[config.mk]
export PLATFORM = sky130hd
export DESIGN_NAME = mul_hilo_unit
export DESIGN_NICKNAME = d
export VERILOG_FILES = /design/src/rtl/mul_hilo_unit.sv
export SDC_FILE = /design/constraint.sdc
export NUM_CORES = 1
export LEC_CHECK = 0
export ABC_CLOCK_PERIOD_IN_PS = 7470
export BUFFER_PORTS_ARGS = -buffer_cell sky130_fd_sc_hd__buf_2
export CAP_MARGIN = 25
export CORE_ASPECT_RATIO = 1.4
export CORE_MARGIN = 3
export CORE_UTILIZATION = 40
export DETAILED_ROUTE_END_ITERATION = 16
export GPL_TIMING_DRIVEN = 1
export PLACE_DENSITY = 0.63
export SYNTH_ARGS = -nofsm -noshare
export SYNTH_HDL_FRONTEND = slang
export SYNTH_SLANG_ARGS = --single-unit
export TNS_END_PERCENT = 5
[constraint.sdc]
create_clock -name i_clk -period 7.47 [get_ports i_clk]
set_clock_uncertainty 0.1 [all_clocks]
set_input_delay 0 -clock i_clk [delete_from_list [all_inputs] [get_ports i_clk]]
set_output_delay 0 -clock i_clk [all_outputs]
set_load 0.005 [all_outputs]
[src/rtl/mul_hilo_unit.sv]
// mul_hilo_unit
//   Tracks multiplies issued to an external fixed-latency multiplier and
//   commits each returning product into the architectural HI/LO pair.
//   Operations are MULT (overwrite), MADD (accumulate) and MSUB (subtract).
//   The unit also arbitrates processor move-to/move-from accesses of HI/LO.
//   Any such access is stalled while a multiply is still in flight.
//
// Parameters
//   MUL_LAT        multiplier latency in cycles from issue to product (1..8)
//
// Build option
//   MUL_HILO_FWD_EN  When defined, a move-from request made in the cycle of
//                    the final outstanding commit is not stalled. The result
//                    being committed in that cycle is forwarded to the reader.
//
// Ports
//   i_clk          clock, rising edge
//   i_rst          asynchronous active-high reset
//   i_issue_valid  a multiply was issued upstream this cycle
//   i_issue_op     00 MULT, 01 MADD, 10 MSUB, 11 reserved (no-op, tracked)
//   i_product      multiplier output, valid MUL_LAT cycles after its issue
//   i_mthi_en      write i_wdata into HI
//   i_mtlo_en      write i_wdata into LO
//   i_wdata        move-to data
//   i_mf_req       move-from request
//   i_mf_sel       move-from select (0 LO, 1 HI)
//   o_mf_data      selected register value (meaningful when o_stall is low)
//   o_stall        processor must hold its current mf/mt request
//   o_busy         at least one multiply in flight
//   o_hi, o_lo     architectural HI/LO registers
//
// Handshake: an mf/mt request is taken in any cycle where o_stall is low.
// A request seen while o_stall is high has no effect. The processor keeps
// the request asserted until it sees o_stall low. Issues are never
// back-pressured.
module mul_hilo_unit #(
  parameter int MUL_LAT = 4
) (
  input  logic        i_clk,
  input  logic        i_rst,
  input  logic        i_issue_valid,
  input  logic [1:0]  i_issue_op,
  input  logic [63:0] i_product,
  input  logic        i_mthi_en,
  input  logic        i_mtlo_en,
  input  logic [31:0] i_wdata,
  input  logic        i_mf_req,
  input  logic        i_mf_sel,
  output logic [31:0] o_mf_data,
  output logic        o_stall,
  output logic        o_busy,
  output logic [31:0] o_hi,
  output logic [31:0] o_lo
);

  localparam int LAST = MUL_LAT - 1;
  localparam int CW   = $clog2(MUL_LAT + 1);

  localparam logic [1:0] OP_MULT = 2'b00;
  localparam logic [1:0] OP_MADD = 2'b01;
  localparam logic [1:0] OP_MSUB = 2'b10;

  logic [MUL_LAT-1:0] r_vld;
  logic [1:0]         r_op [MUL_LAT];
  logic [CW-1:0]      r_cnt;
  logic [31:0]        r_hi;
  logic [31:0]        r_lo;

  logic               w_commit;
  logic               w_busy;
  logic               w_mt;
  logic [63:0]        w_acc;
  logic [63:0]        w_res;

  assign w_commit = r_vld[LAST];
  assign w_busy   = (r_cnt != '0);
  assign w_mt     = i_mthi_en | i_mtlo_en;
  assign w_acc    = {r_hi, r_lo};

  // Commit result. The arithmetic wraps modulo 2^64, so any carry or
  // borrow out of the top bit is dropped.
  always_comb begin
    w_res = w_acc;
    case (r_op[LAST])
      OP_MULT: w_res = i_product;
      OP_MADD: w_res = w_acc + i_product;
      OP_MSUB: w_res = w_acc - i_product;
      default: w_res = w_acc;
    endcase
  end

  // Op-tag pipeline. The tag reaches the last stage in the same cycle
  // that its product appears.
  always_ff @(posedge i_clk or posedge i_rst) begin
    if (i_rst) begin
      r_vld <= '0;
      for (int i = 0; i < MUL_LAT; i++) r_op[i] <= 2'b00;
    end else begin
      r_vld[0] <= i_issue_valid;
      r_op[0]  <= i_issue_op;
      for (int i = 1; i < MUL_LAT; i++) begin
        r_vld[i] <= r_vld[i-1];
        r_op[i]  <= r_op[i-1];
      end
    end
  end

  // In-flight counter. An issue and a commit in the same cycle cancel out.
  always_ff @(posedge i_clk or posedge i_rst) begin
    if (i_rst) begin
      r_cnt <= '0;
    end else begin
      case ({i_issue_valid, w_commit})
        2'b10:   r_cnt <= r_cnt + CW'(1);
        2'b01:   r_cnt <= r_cnt - CW'(1);
        default: r_cnt <= r_cnt;
      endcase
    end
  end

  // HI/LO update. A commit implies busy, so it never coincides with an
  // accepted move-to; the commit still takes priority explicitly.
  always_ff @(posedge i_clk or posedge i_rst) begin
    if (i_rst) begin
      r_hi <= '0;
      r_lo <= '0;
    end else if (w_commit) begin
      r_hi <= w_res[63:32];
      r_lo <= w_res[31:0];
    end else if (!w_busy) begin
      if (i_mthi_en) r_hi <= i_wdata;
      if (i_mtlo_en) r_lo <= i_wdata;
    end
  end

`ifdef MUL_HILO_FWD_EN
  // Forward only when the committing op is the last one outstanding. In
  // that case HI/LO is final at the end of this cycle.
  logic w_fwd;
  assign w_fwd     = w_commit && (r_cnt == CW'(1));
  assign o_stall   = (w_mt & w_busy) | (i_mf_req & w_busy & ~w_fwd);
  assign o_mf_data = w_fwd ? (i_mf_sel ? w_res[63:32] : w_res[31:0])
                           : (i_mf_sel ? r_hi : r_lo);
`else
  assign o_stall   = (i_mf_req | w_mt) & w_busy;
  assign o_mf_data = i_mf_sel ? r_hi : r_lo;
`endif

  assign o_busy = w_busy;
  assign o_hi   = r_hi;
  assign o_lo   = r_lo;

endmodule

==> flow_summary.json <==
{
  "outcome": "finished, final reports clean",
  "clockBufferDepth": 2,
  "critPathKind": "input pin to flip-flop",
  "place_congestion": 0.957,
  "yosysWarnings": 0,
  "layout.cells.non_filler": 1758,
  "numPortBuffers": 202,
  "core_um2": 22800,
  "fmax_ghz": 0.177,
  "crit_arrival_ps": 5730,
  "dp_slack_ps": 2000,
  "final_util": 0.508,
  "async_flop_share": 1.00,
  "synth_top_cell_by_area": "dfrtp_1",
  "crit_fanout": 10,
  "critPathBufInv": 2,
  "ys_seq_area_frac": 0.211,
  "dp_hpwl_mm": 30.5,
  "netlist_area_um2": 9360,
  "tightest_slew_ps": 987,
  "cap_violations": 0,
  "antenna_found_initial": 0,
  "tritoncts": "yes",
  "min_period_over_period": 0.757,
  "wl_met2_mm": 19.5,
  "dieArea_um2": 25300,
  "cp-start-kind": "input pin",
  "syn_inst": 1230,
  "avgSynthCellArea_um2": 7.61,
  "cp.required_ps": 7550,
  "grt_max_degree": 67,
  "cts.repair.resized": 0,
  "drt_pre_antenna_iters": 5,
  "layout_min_cycle_time_ps": 5650,
  "viasPerCell": 6.01,
  "ios": 203,
  "grt_usage": 0.302,
  "grt_overflow_total": 0,
  "synth_cell_types": 75,
  "finalHoldViolations": 0,
  "p_int_uw": 2100,
  "synthFlopType": "dfrtp_1",
  "synth_top_cell_area_share": 0.211,
  "htree_levels": 3,
  "ys_ff_latch": 79,
  "start_util": 0.411,
  "switching_share": 0.500,
  "drt_wl_total_mm": 39.1,
  "rows": 65,
  "worst_slack_ps": 1820,
  "layout.nets": 1626,
  "min_from": "i_product[49]",
  "hold_class": "input pin to flip-flop",
  "switching_power_uw": 2100,
  "n_antenna_cell": 0,
  "grt_pass1_wl_mm": 59.6,
  "worstPathCellList": "dlygate4sd3_1 > buf_2 > nor3_1 > nand2_1 > nor3_1 > and2_1 > and3b_1 > and3b_2 > and3_1 > nor2_1 > xnor2_1 > ha_1 > a21o_1 > a21oi_1 > nor2_1 > o21ai_0 > a21oi_1 > or2_2 > a31oi_1 > xor2_1 > a31oi_1",
  "top_layer": "met4",
  "routedWlPerCell_um": 22.2,
  "relSlewSlack": 0.337,
  "crit_slowest_cell": "nor3_1",
  "die_w_um": 135,
  "rr_startpoint": "r_op[0]",
  "finalSetupViolations": 0,
  "antenna_left": 0,
  "rsz0062_at_grt": "no",
  "synth_nets": 1404,
  "comb_power_share": 0.674,
  "p_seq_frac": 0.207,
  "wl_met3_mm": 2.44,
  "cts_post_setup_buffers_inserted": 0,
  "final_layout_size_suffix_gt1_frac": 0.205,
  "cts_hold_buf": 59,
  "critical-path-top-delay-family": "simple AND/OR/NAND/NOR gates",
  "critical_path.startpoint": "i_product[23]",
  "peakVddDrop_v": 0.000146,
  "root_buffer": "clkbuf_16",
  "power.total_uw": 4200,
  "initialDrtViolationCount": 850,
  "power_density_nw_per_um2": 363,
  "clock-sinks": 79,
  "yosys-top-cells-count": "141 x a21oi_1, 128 x nor2_1, 121 x nand2_1",
  "leakage_uw": 0.00510,
  "numCtsBuffers": 9,
  "clk_pin_slew_ps": 70,
  "clk_latency_ps": 360,
  "endpoint_kind": "flip-flop",
  "dp_cells": 1683,
  "drv_slew": 0,
  "yosysMostFrequentCell": "a21oi_1",
  "grt_pass1_vias": 10416,
  "synth-edff-count": 0,
  "vias": 10566,
  "die_h_um": 187,
  "synth_area_leaders": "dfrtp_1 21%, xnor2_1 9.1%, ha_1 9.0%",
  "met1_length_mm": 15.5,
  "clockPowerShare": 0.119,
  "areaGrowthSynthToFinish_pct": 23.6,
  "cpPeakStageDelay_ps": 770,
  "setup_tns_ps": 0,
  "drc": 0
}
[through the flow]
| step | area (µm²) | hold slack, ps |
|---|---|---|
| floorplan | 9360 | -68.6 |
| global placement | 10600 | -248 |
| detailed placement | 10700 | -244 |
| CTS | 11600 | 2.55 |
| global route | 11600 | 31.2 |
| finish | 11600 | 8.09 |
[cells by family (layout without fill, tap and decap cells)]
kind of cell / after synthesis / after routing / share of synthesized area
fa+ha+maj: 69 / 69 / 0.0938
buf+inv: 105 / 332 / 0.0444
mux: 49 / 49 / 0.0567
compound gates: 409 / 409 / 0.278
xor+xnor: 124 / 124 / 0.117
simple gates: 395 / 395 / 0.200
flops: 79 / 79 / 0.211
[power groups by stage]
stage / clock, µW / combinational [µW] / sequential (µW)
final: 500 / 2830 / 868
after global routing: 518 / 3110 / 883
after CTS: 509 / 2790 / 856
after detailed placement: 0 / 2730 / 863
after global placement: 0 / 2730 / 862
after floorplan: 0 / 1880 / 752
[layout make-up]
type	instances	area, µm²
clock inverter	6	91.3
multi-input combinational	1046	6990
sequential	79	1980
clock buffer	10	229
fill	2303	11200
inverter	40	151
tap	301	377
timing repair buffer	276	1750
[registers in the layout (all words and copies together) (netlist names)]
| signal | cells |
|---|---|
| o_hi | 32 |
| o_lo | 32 |
| r_op | 8 |
| r_vld | 4 |
| r_cnt | 3 |
[worst paths after layout]
path	depth (start not counted)	endpoint	slack (ps)
max in group asynchronous	6	o_hi[23]	5890
min reg2reg	0	r_vld[2]	250
min in group asynchronous	4	r_op[6]	520
max	21	o_hi[25]	1820
min	5	o_hi[17]	8
max reg2reg	16	o_hi[24]	2460
[worst reg2reg max path, cell delays in order, from the launching register on]
cell and delay (ps):
dfrtp_1 360, inv_1 80, ha_2 510, buf_4 620
a21oi_1 160, xnor2_1 160, ha_1 380, a21oi_1 260
o21ai_0 180, a221o_1 360, a21o_1 170, o211a_1 290
a41o_1 340, a41oi_1 430, o21ai_0 190, xnor2_1 160
a31oi_1 100
[per-layer routing]
| layer | track usage | vias to the layer above |
|---|---|---|
| li1 | - | 4948 |
| met1 | 0.381 | 5073 |
| met2 | 0.521 | 450 |
| met3 | 0.0269 | 95 |
| met4 | 0.135 | 0 |
| met5 | 0 | - |
[cell usage in the layout (no fill, tap or decap), drive strengths merged, types with 13 or more instances in the layout]
cell type and count:
a31oi 28, a21oi 145, a211oi 17, dlygate4sd3 59, inv 41, buf 217
o221ai 17, xor2 26, o21bai 14, or3 17, nor2 130, ha 67
o21ai 73, o22ai 13, nand4 14, mux2 32, nand3 20, nor3 32
a21o 43, dfrtp 79, xnor2 98, nand2 122, mux2i 17
Power figures use the tool's default switching activity.
